===== config.mk =====
export PLATFORM = sky130hd
export DESIGN_NAME = sc_displaytimer_downcounter
export DESIGN_NICKNAME = d
export VERILOG_FILES = /design/src/rtl/sc_displaytimer_downcounter.sv
export SDC_FILE = /design/constraint.sdc
export NUM_CORES = 1
export LEC_CHECK = 0
export BUFFER_PORTS_ARGS = -buffer_cell sky130_fd_sc_hd__buf_2
export CAP_MARGIN = 10
export CORE_MARGIN = 3
export CORE_UTILIZATION = 43
export CTS_BUF_LIST = sky130_fd_sc_hd__clkbuf_8
export DETAILED_ROUTE_END_ITERATION = 16
export GPL_TIMING_DRIVEN = 0
export HOLD_SLACK_MARGIN = 0.06
export PLACE_DENSITY_LB_ADDON = 0.1
export SLEW_MARGIN = 10
export SYNTH_ARGS = -nofsm -noshare
export SYNTH_HDL_FRONTEND = slang
export SYNTH_SLANG_ARGS = --single-unit

===== constraint.sdc =====
create_clock -name SC_DISPLAYTIMER_DOWNCOUNTER_CLOCK_50 -period 5.72 [get_ports SC_DISPLAYTIMER_DOWNCOUNTER_CLOCK_50]
set_input_delay 0.572 -clock SC_DISPLAYTIMER_DOWNCOUNTER_CLOCK_50 [delete_from_list [all_inputs] [get_ports SC_DISPLAYTIMER_DOWNCOUNTER_CLOCK_50]]
set_output_delay 0.572 -clock SC_DISPLAYTIMER_DOWNCOUNTER_CLOCK_50 [all_outputs]
set_load 0.03 [all_outputs]

===== src/rtl/sc_displaytimer_downcounter.sv =====
// Countdown timer for the game-time display.
// Loads a start value, decrements it once per prescaled tick while running,
// holds it at zero on expiry and pulses timeout for one clock on expiry.
// Control inputs are active-low and sampled on the rising clock edge.
module sc_displaytimer_downcounter #(
  parameter int DOWNCOUNTER_DATAWIDTH       = 8,
  parameter int DOWNCOUNTER_PRESCALER_WIDTH = 26,
  parameter int DOWNCOUNTER_PRESCALER_MAX   = 49999999
) (
  input  logic                             SC_DISPLAYTIMER_DOWNCOUNTER_CLOCK_50,
  input  logic                             SC_DISPLAYTIMER_DOWNCOUNTER_RESET_InLow,
  input  logic                             SC_DISPLAYTIMER_DOWNCOUNTER_load_InLow,
  input  logic                             SC_DISPLAYTIMER_DOWNCOUNTER_start_InLow,
  input  logic                             SC_DISPLAYTIMER_DOWNCOUNTER_pause_InLow,
  input  logic [DOWNCOUNTER_DATAWIDTH-1:0] SC_DISPLAYTIMER_DOWNCOUNTER_data_InBUS,
  output logic [DOWNCOUNTER_DATAWIDTH-1:0] SC_DISPLAYTIMER_DOWNCOUNTER_data_OutBUS,
  output logic                             SC_DISPLAYTIMER_DOWNCOUNTER_running_Out,
  output logic                             SC_DISPLAYTIMER_DOWNCOUNTER_expired_Out,
  output logic                             SC_DISPLAYTIMER_DOWNCOUNTER_timeout_Out
);

  localparam int DW = DOWNCOUNTER_DATAWIDTH;
  localparam int PW = DOWNCOUNTER_PRESCALER_WIDTH;

  localparam logic [PW-1:0] PRESC_MAX  = PW'(DOWNCOUNTER_PRESCALER_MAX);
  localparam logic [PW-1:0] PRESC_ONE  = PW'(1);
  localparam logic [DW-1:0] COUNT_ZERO = '0;
  localparam logic [DW-1:0] COUNT_ONE  = DW'(1);

  typedef enum logic [1:0] {
    ST_IDLE    = 2'd0,
    ST_RUN     = 2'd1,
    ST_PAUSE   = 2'd2,
    ST_EXPIRED = 2'd3
  } state_e;

  // Short local names for the long port identifiers.
  logic clk;
  logic rst_n;
  logic load_n;
  logic start_n;
  logic pause_n;

  assign clk     = SC_DISPLAYTIMER_DOWNCOUNTER_CLOCK_50;
  assign rst_n   = SC_DISPLAYTIMER_DOWNCOUNTER_RESET_InLow;
  assign load_n  = SC_DISPLAYTIMER_DOWNCOUNTER_load_InLow;
  assign start_n = SC_DISPLAYTIMER_DOWNCOUNTER_start_InLow;
  assign pause_n = SC_DISPLAYTIMER_DOWNCOUNTER_pause_InLow;

  state_e          state_q,   state_d;
  logic [DW-1:0]   count_q,   count_d;
  logic [PW-1:0]   presc_q,   presc_d;
  logic            timeout_q, timeout_d;

  // Next-state logic: load > pause > prescaler terminal > start.
  always_comb begin
    // NOTE: every variable gets a default first so no path can infer a latch.
    state_d   = state_q;
    count_d   = count_q;
    presc_d   = presc_q;
    timeout_d = 1'b0;

    if (!load_n) begin
      count_d = SC_DISPLAYTIMER_DOWNCOUNTER_data_InBUS;
      presc_d = '0;
      state_d = ST_IDLE;
    end else begin
      case (state_q)
        ST_IDLE: begin
          // Pause outranks start, so a held pause keeps the timer idle.
          if (pause_n && !start_n) begin
            if (count_q != COUNT_ZERO) begin
              state_d = ST_RUN;
              presc_d = '0;
            end else begin
              state_d   = ST_EXPIRED;
              timeout_d = 1'b1;
            end
          end
        end
        ST_RUN: begin
          if (!pause_n) begin
            state_d = ST_PAUSE;
          end else if (presc_q == PRESC_MAX) begin
            presc_d = '0;
            count_d = count_q - COUNT_ONE;
            if (count_q == COUNT_ONE) begin
              state_d   = ST_EXPIRED;
              timeout_d = 1'b1;
            end
          end else begin
            presc_d = presc_q + PRESC_ONE;
          end
        end
        ST_PAUSE: begin
          // Prescaler keeps its partial-second progress across the pause.
          if (pause_n) begin
            state_d = ST_RUN;
          end
        end
        ST_EXPIRED: begin
          count_d = COUNT_ZERO;
        end
        default: begin
          state_d = ST_IDLE;
        end
      endcase
    end
  end

  // State registers with asynchronous active-low reset.
  always_ff @(posedge clk or negedge rst_n) begin
    if (!rst_n) begin
      state_q   <= ST_IDLE;
      count_q   <= '0;
      presc_q   <= '0;
      timeout_q <= 1'b0;
    end else begin
      // NOTE: non-blocking assignments so every flop samples pre-edge values.
      state_q   <= state_d;
      count_q   <= count_d;
      presc_q   <= presc_d;
      timeout_q <= timeout_d;
    end
  end

  assign SC_DISPLAYTIMER_DOWNCOUNTER_data_OutBUS = count_q;
  assign SC_DISPLAYTIMER_DOWNCOUNTER_running_Out = (state_q == ST_RUN);
  assign SC_DISPLAYTIMER_DOWNCOUNTER_expired_Out = (state_q == ST_EXPIRED);
  assign SC_DISPLAYTIMER_DOWNCOUNTER_timeout_Out = timeout_q;

endmodule


==> results of run 1 <==
==> power by group <==
part / switching, mW / internal, mW
sequential: 0.0266 / 0.283
combinational: 0.220 / 0.113
clock: 0.0957 / 0.0827
total: 0.343 / 0.479
==> placed cells by master, fill, tap and decap left out, types with 2 or more instances in the layout <==
cell      count
clkbuf_1      4
o21ai_0      21
a211o_1       2
nand3_1      16
nor4_1       11
buf_1         2
inv_1        14
a32o_1        3
nor3_1        5
nand4_1       8
nor2_1       17
clkinv_2      2
or2_2         2
or3_1         3
and4_1        5
a41oi_1       2
and2_1        2
o211ai_1      4
a21o_1       10
clkbuf_8      5
or4b_2        2
mux2i_1       3
mux2_2        2
nor2b_1       4
nand4b_1      2
buf_2        24
ha_1          7
dfrtp_1      37
nand3b_1      4
nand2_1      21
o221a_2       2
a22o_1        7
or4_1        11
a21oi_1      16
and3_1        9
nor4b_1       5
==> cell usage after synthesis (7+ instances only) <==
cell / count
nor2_1: 17
nand4_1: 8
nand2_1: 21
inv_1: 13
o21ai_0: 21
nor4_1: 11
a22o_1: 7
nand3_1: 16
or4_1: 11
dfrtp_1: 37
a21o_1: 10
ha_1: 7
and3_1: 9
a21oi_1: 16
==> area by class of cell <==
class	instances	area, um2
fill	503	2560
timing repair buffer	22	110
buffer	9	40.0
clock inverter	3	13.8
sequential	37	926
clock buffer	5	68.8
tap	70	87.6
inverter	13	48.8
multi-input combinational	223	1450
==> worst paths after layout <==
path                                                                                  from                                          to  cells past startpoint
max in group asynchronous                          SC_DISPLAYTIMER_DOWNCOUNTER_RESET_InLow  SC_DISPLAYTIMER_DOWNCOUNTER_data_OutBUS[2]                      1
min in group SC_DISPLAYTIMER_DOWNCOUNTER_CLOCK_50                               presc_q[1]                                  presc_q[1]                      2
hold / removal                                     SC_DISPLAYTIMER_DOWNCOUNTER_RESET_InLow  SC_DISPLAYTIMER_DOWNCOUNTER_data_OutBUS[1]                      1
setup reg to reg                                                               presc_q[10]                                 presc_q[14]                      7
setup / recovery                                                               presc_q[10]                                 presc_q[14]                      7
hold reg to reg                                                                 presc_q[1]                                  presc_q[1]                      2
==> layer usage <==
| layer | vias to the layer above | routed length (um) |
|---|---|---|
| met2 | 105 | 3040 |
| met1 | 1128 | 2970 |
| met3 | 10 | 502 |
| met4 | 0 | 130 |
| li1 | 1151 | - |
| met5 | - | 0 |
==> cell families after synthesis <==
group	count (synthesis)	synth area share [%]
flip-flops	37	37.6
AO/OA/AOI/OAI	79	21.8
buffers and inverters	22	3.61
AND/OR/NAND/NOR	132	31.3
adder cells (fa/ha/maj)	7	3.56
multiplexers	5	2.14
==> stage by stage <==
stage / util, % / total power [mW]
floorplan: - / 0.549
finish: 51.7 / 0.822
CTS: 51.7 / 0.824
global placement: 50.1 / 0.644
detailed placement: 50.1 / 0.644
global route: 51.7 / 0.883
==> registers in the layout (all words and copies together), names as in the netlist <==
register                                 cells
SC_DISPLAYTIMER_DOWNCOUNTER_timeout_Out      1
presc_q                                     26
SC_DISPLAYTIMER_DOWNCOUNTER_data_OutBUS      8
state_q                                      2
==> worst max-delay path, stage by stage (launching register included) <==
cell     delay [ps]
dfrtp_1         460
or4b_1          550
or4_1           590
o21ai_1         470
buf_4           270
buf_2           240
o21ai_0         120
a32o_1          220
==> results_dict.tcl, run 1 <==
set metrics [dict create \
    status "finished, final reports clean" \
    drc 0 \
    syn_area_per_cell_um2 8.72 \
    die_area_um2 6660 \
    grt_pass1_wl_um 11100 \
    post_drt_wl_per_cell_um 17.4 \
    totalWireLength_um 6650 \
    postSynthCellCount 282 \
    fmax_ghz 0.330 \
    grt_usage_pct 21.6 \
    use_met2_pct 36.4 \
    drtAntennaViolNets 0 \
    std_cell_rows 26 \
    antenna_found_initial 0 \
    syn_area_um2 2460 \
    ys_warn_count 0 \
    io-pin-count 24 \
    die_h_um 81.6 \
    pre_cts_ws_ps 2730 \
    timing.final.ws_setup_ps 2690 \
    clock_latency_ps 290 \
    cts_hold_buf 0 \
    drive_gt1_share_pct 13.5 \
    busiest_layer "met2" \
    synth_top_area_share_pct 37.6 \
    power_leakage_nw 1.20 \
    cts_resized 0 \
    clock_path_buffers 2 \
    maxCapViolations 0 \
    ir_drop_v 0.000125 \
    gp_congestion 0.860 \
    worst_ep_arrival_time_ps 3220 \
    grt_pass1_vias 2325 \
    tightest_slew_ps 860 \
    grt_max_degree 38 \
    fin_area_um2 2740 \
    ys_top_cells_by_area "dfrtp_1 38%, o21ai_0 4.3%, ha_1 3.6%" \
    clock_skew_ps 2.97 \
    hold_class "in2async" \
    grt_util_met1_pct 27.6 \
    dr.pass1.iters 5 \
    power_per_cell_area_nw_per_um2 300 \
    nets 331 \
    grtUsageMet3_pct 3.84 \
    via_count 2394 \
    setup_violations 0 \
    cts_tree "built" \
    drv_slew 0 \
    fin_setup_tns_ps 0 \
    root_buffer "clkbuf_8" \
    synth_ff_type "dfrtp_1" \
    start_kind "flop" \
    critPathMaxFanout 10 \
    synth.distinct_cells 52 \
    placed_area_um2 2660 \
    rrSetupSlack_ps 2690 \
    final_cell_count_no_fill 382 \
    holdWs_ps 386 \
    initialDrtViolationCount 144 \
    num_antenna_cells 0 \
    synth_area_leader_cell "dfrtp_1" \
    syn_nets 302 \
    grt_overflow 0 \
    viasPerCell 6.27 \
    htreeDepth 2 \
    relSlewSlack_pct 42.6 \
    period_needed_ps 3030 \
    dp_hpwl_um 4750 \
    synth_edf_count 0 \
    die_x_um 81.6 \
    core_area_um2 5300 \
    area_growth_pct 11.4 \
    numPortBuffers 22 \
    grt_setup_unrepaired "false" \
    ys_seq_elements 37 \
    ys_seq_area_share_pct 37.6 \
    cp.required_ps 5910 \
    path_class "reg2reg" \
    finalHoldViolations 0 \
    async_flop_share_pct 100 \
    post-place-cells 374 \
    period_share_pct 53.0 \
    clk_pin_slew_worst_paths_ps 70 \
    cts_buffers 5 \
    cts_sinks 37 \
    worstSetupEndpointType "flop" \
    post_cts_buffers 0 \
    initial_utilization_pct 46.4 \
]
Power figures use the tool's default switching activity.
==> run 2, diff against run 1 <==
- clock period: 5.72 -> 2.7 ns (I/O delays scaled with it)
==> run 2 against run 1 <==
Global-route usage rose by 0.21 points. Final area is 2.7% higher. Hold slack worse by 300 ps. Largest cell class unchanged. Power grew 120%. Routed wire length rose by 2.8%. Sequential share of layout area decreased by 0.81 points. Register-to-register slack got worse by 2600 ps. Final cell count increased by 1.0%. Clock power rose by 110%. Clock-buffer cell count stayed put. Maximum frequency is 17% higher. Non-clock buffer count up 4. Critical endpoint is now SC_DISPLAYTIMER_DOWNCOUNTER_data_OutBUS[4]. Largest power group unchanged.
==> results_dict.tcl, run 2 (same netlist as run 1, synthesis figures left out) <==
set metrics [dict create \
    largest-register "presc_q" \
    clock_path_buffers 2 \
    grt_pass1_vias 2355 \
    initial_utilization_pct 46.4 \
    relSlewSlack_pct 42.5 \
    total_power_mw 1.78 \
    grt_max_degree 38 \
    slowest_delay_ps 520 \
    finalHoldViolations 0 \
    clock_skew_ps 3.78 \
    layout.cells.most_common_list "35 x dfrtp_1, 23 x buf_2, 21 x nand2_1, 21 x o21ai_0, 17 x nor2_1" \
    start_kind "flop" \
    post_drt_wl_per_cell_um 17.7 \
    std_cell_rows 26 \
    status "finished, final reports clean" \
    num_antenna_cells 0 \
    nets 335 \
    cts_sinks 37 \
    cts_buffers 5 \
    critPathMaxFanout 10 \
    area_growth_pct 14.4 \
    crit_family "simple AND/OR/NAND/NOR gates" \
    via_count 2456 \
    maxCapViolations 0 \
    dp_hpwl_um 4750 \
    numPortBuffers 22 \
    cts_hold_buf 0 \
    grt_usage_pct 21.9 \
    core_area_um2 5300 \
    die_x_um 81.6 \
    fmax_ghz 0.385 \
    viasPerCell 6.36 \
    largest_register_ffs 26 \
    critPathBufInv 1 \
    antenna_found_initial 0 \
    final_common_cell "dfrtp_1" \
    pre_cts_ws_ps -288 \
    clock_latency_ps 300 \
    power_leakage_nw 1.23 \
    gp_congestion 0.860 \
    drtAntennaViolNets 0 \
    path_class "reg2reg" \
    ir_drop_v 0.000274 \
    die_area_um2 6660 \
    initialDrtViolationCount 137 \
    cp.required_ps 2880 \
    setup_violations 0 \
    cpMaxStageDelayCell "or4_1" \
    htreeDepth 2 \
    period_needed_ps 2600 \
    drc 0 \
    totalWireLength_um 6830 \
    power_per_cell_area_nw_per_um2 634 \
    timing.final.ws_setup_ps 104 \
    post-place-cells 374 \
    clk_pin_slew_worst_paths_ps 70 \
    cp_cell_sequence "or4_1, or4_4, or3_1, buf_4, a32o_1, a211o_1" \
    die_h_um 81.6 \
    hold_class "in2async" \
    grt_pass1_wl_um 11200 \
    worstSetupEndpointType "flop" \
    grt_overflow 0 \
    fin_util_pct 53.1 \
    root_buffer "clkbuf_8" \
    worst_ep_arrival_time_ps 2780 \
    io-pin-count 24 \
    drive_gt1_share_pct 17.4 \
    tightest_slew_ps 863 \
    grt_setup_unrepaired "false" \
    fin_setup_tns_ps 0 \
    final_cell_count_no_fill 386 \
    dr.pass1.iters 4 \
    period_share_pct 96.1 \
    cts_tree "built" \
    drv_slew 0 \
]
run 2: area by class of cell:
class	count	area, um2
buffer	9	45.0
tap	70	87.6
clock buffer	5	68.8
multi-input combinational	223	1480
clock inverter	3	13.8
inverter	13	48.8
timing repair buffer	26	140
fill	498	2490
sequential	37	928
run 2: power by group:
group	switching, mW	internal [mW]	leakage (nW)
Sequential	0.0630	0.600	0.497
Combinational	0.480	0.263	0.684
Clock	0.203	0.175	0.0491
Total	0.746	1.04	1.23
run 2: final timing paths:
check,slack (ps),start,endpoint,cells past startpoint
max reg2reg,100,presc_q[11],SC_DISPLAYTIMER_DOWNCOUNTER_data_OutBUS[4],6
max,100,presc_q[11],SC_DISPLAYTIMER_DOWNCOUNTER_data_OutBUS[4],6
max in group asynchronous,2030,SC_DISPLAYTIMER_DOWNCOUNTER_RESET_InLow,presc_q[11],1
min,80,SC_DISPLAYTIMER_DOWNCOUNTER_RESET_InLow,SC_DISPLAYTIMER_DOWNCOUNTER_data_OutBUS[1],1
min reg2reg,570,presc_q[19],presc_q[19],1
min in group SC_DISPLAYTIMER_DOWNCOUNTER_CLOCK_50,270,SC_DISPLAYTIMER_DOWNCOUNTER_data_InBUS[1],SC_DISPLAYTIMER_DOWNCOUNTER_data_OutBUS[1],3
run 2: what timing repair did:
item,CTS,global route
resized for setup,6,7
pin swaps,1,4
setup buffers,1,3
setup endpoints to repair,28,21
run 2: per-stage QoR:
| stage | cell area, um2 | hold slack, ps |
|---|---|---|
| 4_1_cts | 2770 | 120 |
| 3_3_place_gp | 2660 | 429 |
| 5_1_grt | 2820 | 138 |
| 6_report | 2820 | 83.5 |
| 3_5_place_dp | 2660 | 437 |
| 2_1_floorplan | 2460 | -25.6 |
run 2: metal layers:
metal | track usage [%] | routed length, um | up-vias
met1 | 27.7 | 3020 | 1172
met3 | 3.84 | 464 | 16
met2 | 36.7 | 3160 | 110
li1 | - | - | 1158
met5 | 0 | 0 | -
met4 | 8.97 | 192 | 0
==> run 3, diff against run 2 <==
- MAX_ROUTING_LAYER: not set -> met4
- clock period: 2.7 -> 2.13 ns (I/O delays scaled with it)
==> run 3 against run 2 <==
The flow now finishes with violations (negative setup slack). Maximum frequency grew 7.6%. Clock skew about the same. Die area unchanged. Clock power is 25% higher. Setup slack got worse by 390 ps. Sequential power is 28% higher. Clock-buffer cell count is the same. Sequential share of layout area is 4.4 points lower. Register-to-register slack worse by 390 ps. Global-route usage is 2.0 points higher.
==> results_dict.tcl, run 3 (same netlist as run 1, synthesis figures left out) <==
set metrics [dict create \
    die_h_um 81.6 \
    worstSetupEndpointType "flop" \
    critPathMaxFanout 8 \
    power_per_cell_area_nw_per_um2 795 \
    drtAntennaViolNets 0 \
    antenna_found_initial 0 \
    start_kind "flop" \
    drive_gt1_share_pct 32.3 \
    switching_share_pct 41.1 \
    seq_power_share_pct 32.7 \
    relSlewSlack_pct 43.2 \
    clock_skew_ps 3.57 \
    intPower_mw 1.53 \
    core_area_um2 5300 \
    grt_usage_pct 23.8 \
    cts_tree "built" \
    initial_utilization_pct 46.4 \
    drv_slew 0 \
    gp_congestion 1.02 \
    setup_violations 37 \
    via_count 2643 \
    post_drt_wl_per_cell_um 18.1 \
    cts_sinks 37 \
    status "finished with violations" \
    period_needed_ps 2410 \
    grt_setup_unrepaired "true" \
    viasPerCell 6.38 \
    dr.pass1.iters 5 \
    drc 0 \
    grt_pass1_wl_um 11900 \
    std_cell_rows 26 \
    dp_hpwl_um 4780 \
    totalWireLength_um 7510 \
    worst_ep_arrival_time_ps 2590 \
    rr_worst_depth 5 \
    fin_setup_tns_ps -5320 \
    min-delay-start "SC_DISPLAYTIMER_DOWNCOUNTER_data_InBUS[7]" \
    clock_power_share_pct 18.3 \
    root_buffer "clkbuf_8" \
    area_growth_pct 32.4 \
    clock_latency_ps 290 \
    largest_register_ffs 26 \
    total_power_mw 2.59 \
    num_antenna_cells 0 \
    hold_class "in2reg" \
    die_area_um2 6660 \
    largest-register "presc_q" \
    rrSetupSlack_ps -280 \
    initialDrtViolationCount 196 \
    grt_pass1_vias 2430 \
    cp.required_ps 2310 \
    clk_pin_slew_worst_paths_ps 80 \
    path_class "reg2reg" \
    htreeDepth 2 \
    io-pin-count 24 \
    timing.final.ws_setup_ps -282 \
    maxCapViolations 0 \
    nets 363 \
    fmax_ghz 0.415 \
    r2r-start "presc_q[11]" \
    clock_path_buffers 2 \
    r2r_end "SC_DISPLAYTIMER_DOWNCOUNTER_data_OutBUS[4]" \
    hold_end "SC_DISPLAYTIMER_DOWNCOUNTER_data_OutBUS[7]" \
    tightest_slew_ps 853 \
    p_sw_mw 1.06 \
    p_comb_share_pct 49.0 \
    final_common_cell "dfrtp_1" \
    die_x_um 81.6 \
    power_leakage_nw 1.43 \
    cts_buffers 5 \
    layout.cells.most_common_list "34 x dfrtp_1, 23 x buf_4, 22 x buf_2" \
    period_share_pct 113 \
    finalHoldViolations 0 \
    grt_max_degree 38 \
    ir_drop_v 0.000382 \
    numPortBuffers 22 \
    grt_overflow 0 \
    violations "negative setup slack" \
    hold_depth 3 \
]
-- run 3: cell types whose count changed in the layout (fill, tap and decap cells not counted), sizes merged --
cell         delta
nor2            +1
clkbuf          -1
clkinv          -2
inv             +2
dlygate4sd3     +1
buf            +27
-- run 3: worst max-delay path by stage --
stage | to | from | cells after the start | slack (ps)
after floorplan | SC_DISPLAYTIMER_DOWNCOUNTER_data_OutBUS[4] | presc_q[24] | 6 | -280
after CTS | SC_DISPLAYTIMER_DOWNCOUNTER_data_OutBUS[4] | presc_q[7] | 6 | -290
final | SC_DISPLAYTIMER_DOWNCOUNTER_data_OutBUS[4] | presc_q[11] | 5 | -280
after detailed placement | presc_q[14] | presc_q[0] | 8 | -810
after global routing | SC_DISPLAYTIMER_DOWNCOUNTER_data_OutBUS[4] | presc_q[0] | 6 | -340
after global placement | presc_q[14] | presc_q[0] | 8 | -820
-- run 3: layer usage --
metal	routed length, um	global-route usage (%)
met1	3190	29.6
met2	3670	40.1
met3	478	4.06
met4	165	6.64
met5	0	-
-- run 3: timing repair --
item / in CTS / in global routing
endpoints found under the setup margin: 37 / 37
endpoints found under the hold margin: 12 / 0
setup buffers: 20 / 9
hold buffers: 1 / 0
gates resized for setup: 27 / 42
pin swaps: 13 / 13
cloned: 2 / 1
-- run 3: cell type report --
cell class	count	area [um2]
buffer	8	65.1
clock buffer	5	68.8
clock inverter	3	11.3
fill	460	2050
inverter	13	48.8
multi-input combinational	224	1650
sequential	37	930
tap	70	87.6
timing repair buffer	54	400
-- run 3: critical path, stage by stage (launching register included) --
cell and delay [ps]:
dfrtp_2 420, or4_1 530, or4_4 480, or3_4 410, a32o_1 220, a211o_1 240
-- run 3: metrics by stage --
step | std cells | setup WS (ps) | area [um2] | hold WS [ps] | utilization (%)
after floorplan | 282 | -278 | 2490 | -82.6 | -
after global placement | 374 | -815 | 2690 | 362 | 50.8
after detailed placement | 374 | -812 | 2690 | 375 | 50.8
after CTS | 405 | -290 | 3040 | 205 | 57.4
after global routing | 414 | -339 | 3260 | 228 | 61.4
final | 414 | -282 | 3260 | 204 | 61.4
-- run 3: power by group through the flow --
stage / sequential, mW / combinational [mW] / clock, mW
after detailed placement: 0.850 / 0.897 / 0
after CTS: 0.835 / 1.08 / 0.484
after floorplan: 0.894 / 0.593 / 0
after global routing: 0.857 / 1.37 / 0.500
after global placement: 0.847 / 0.891 / 0
final: 0.847 / 1.27 / 0.474
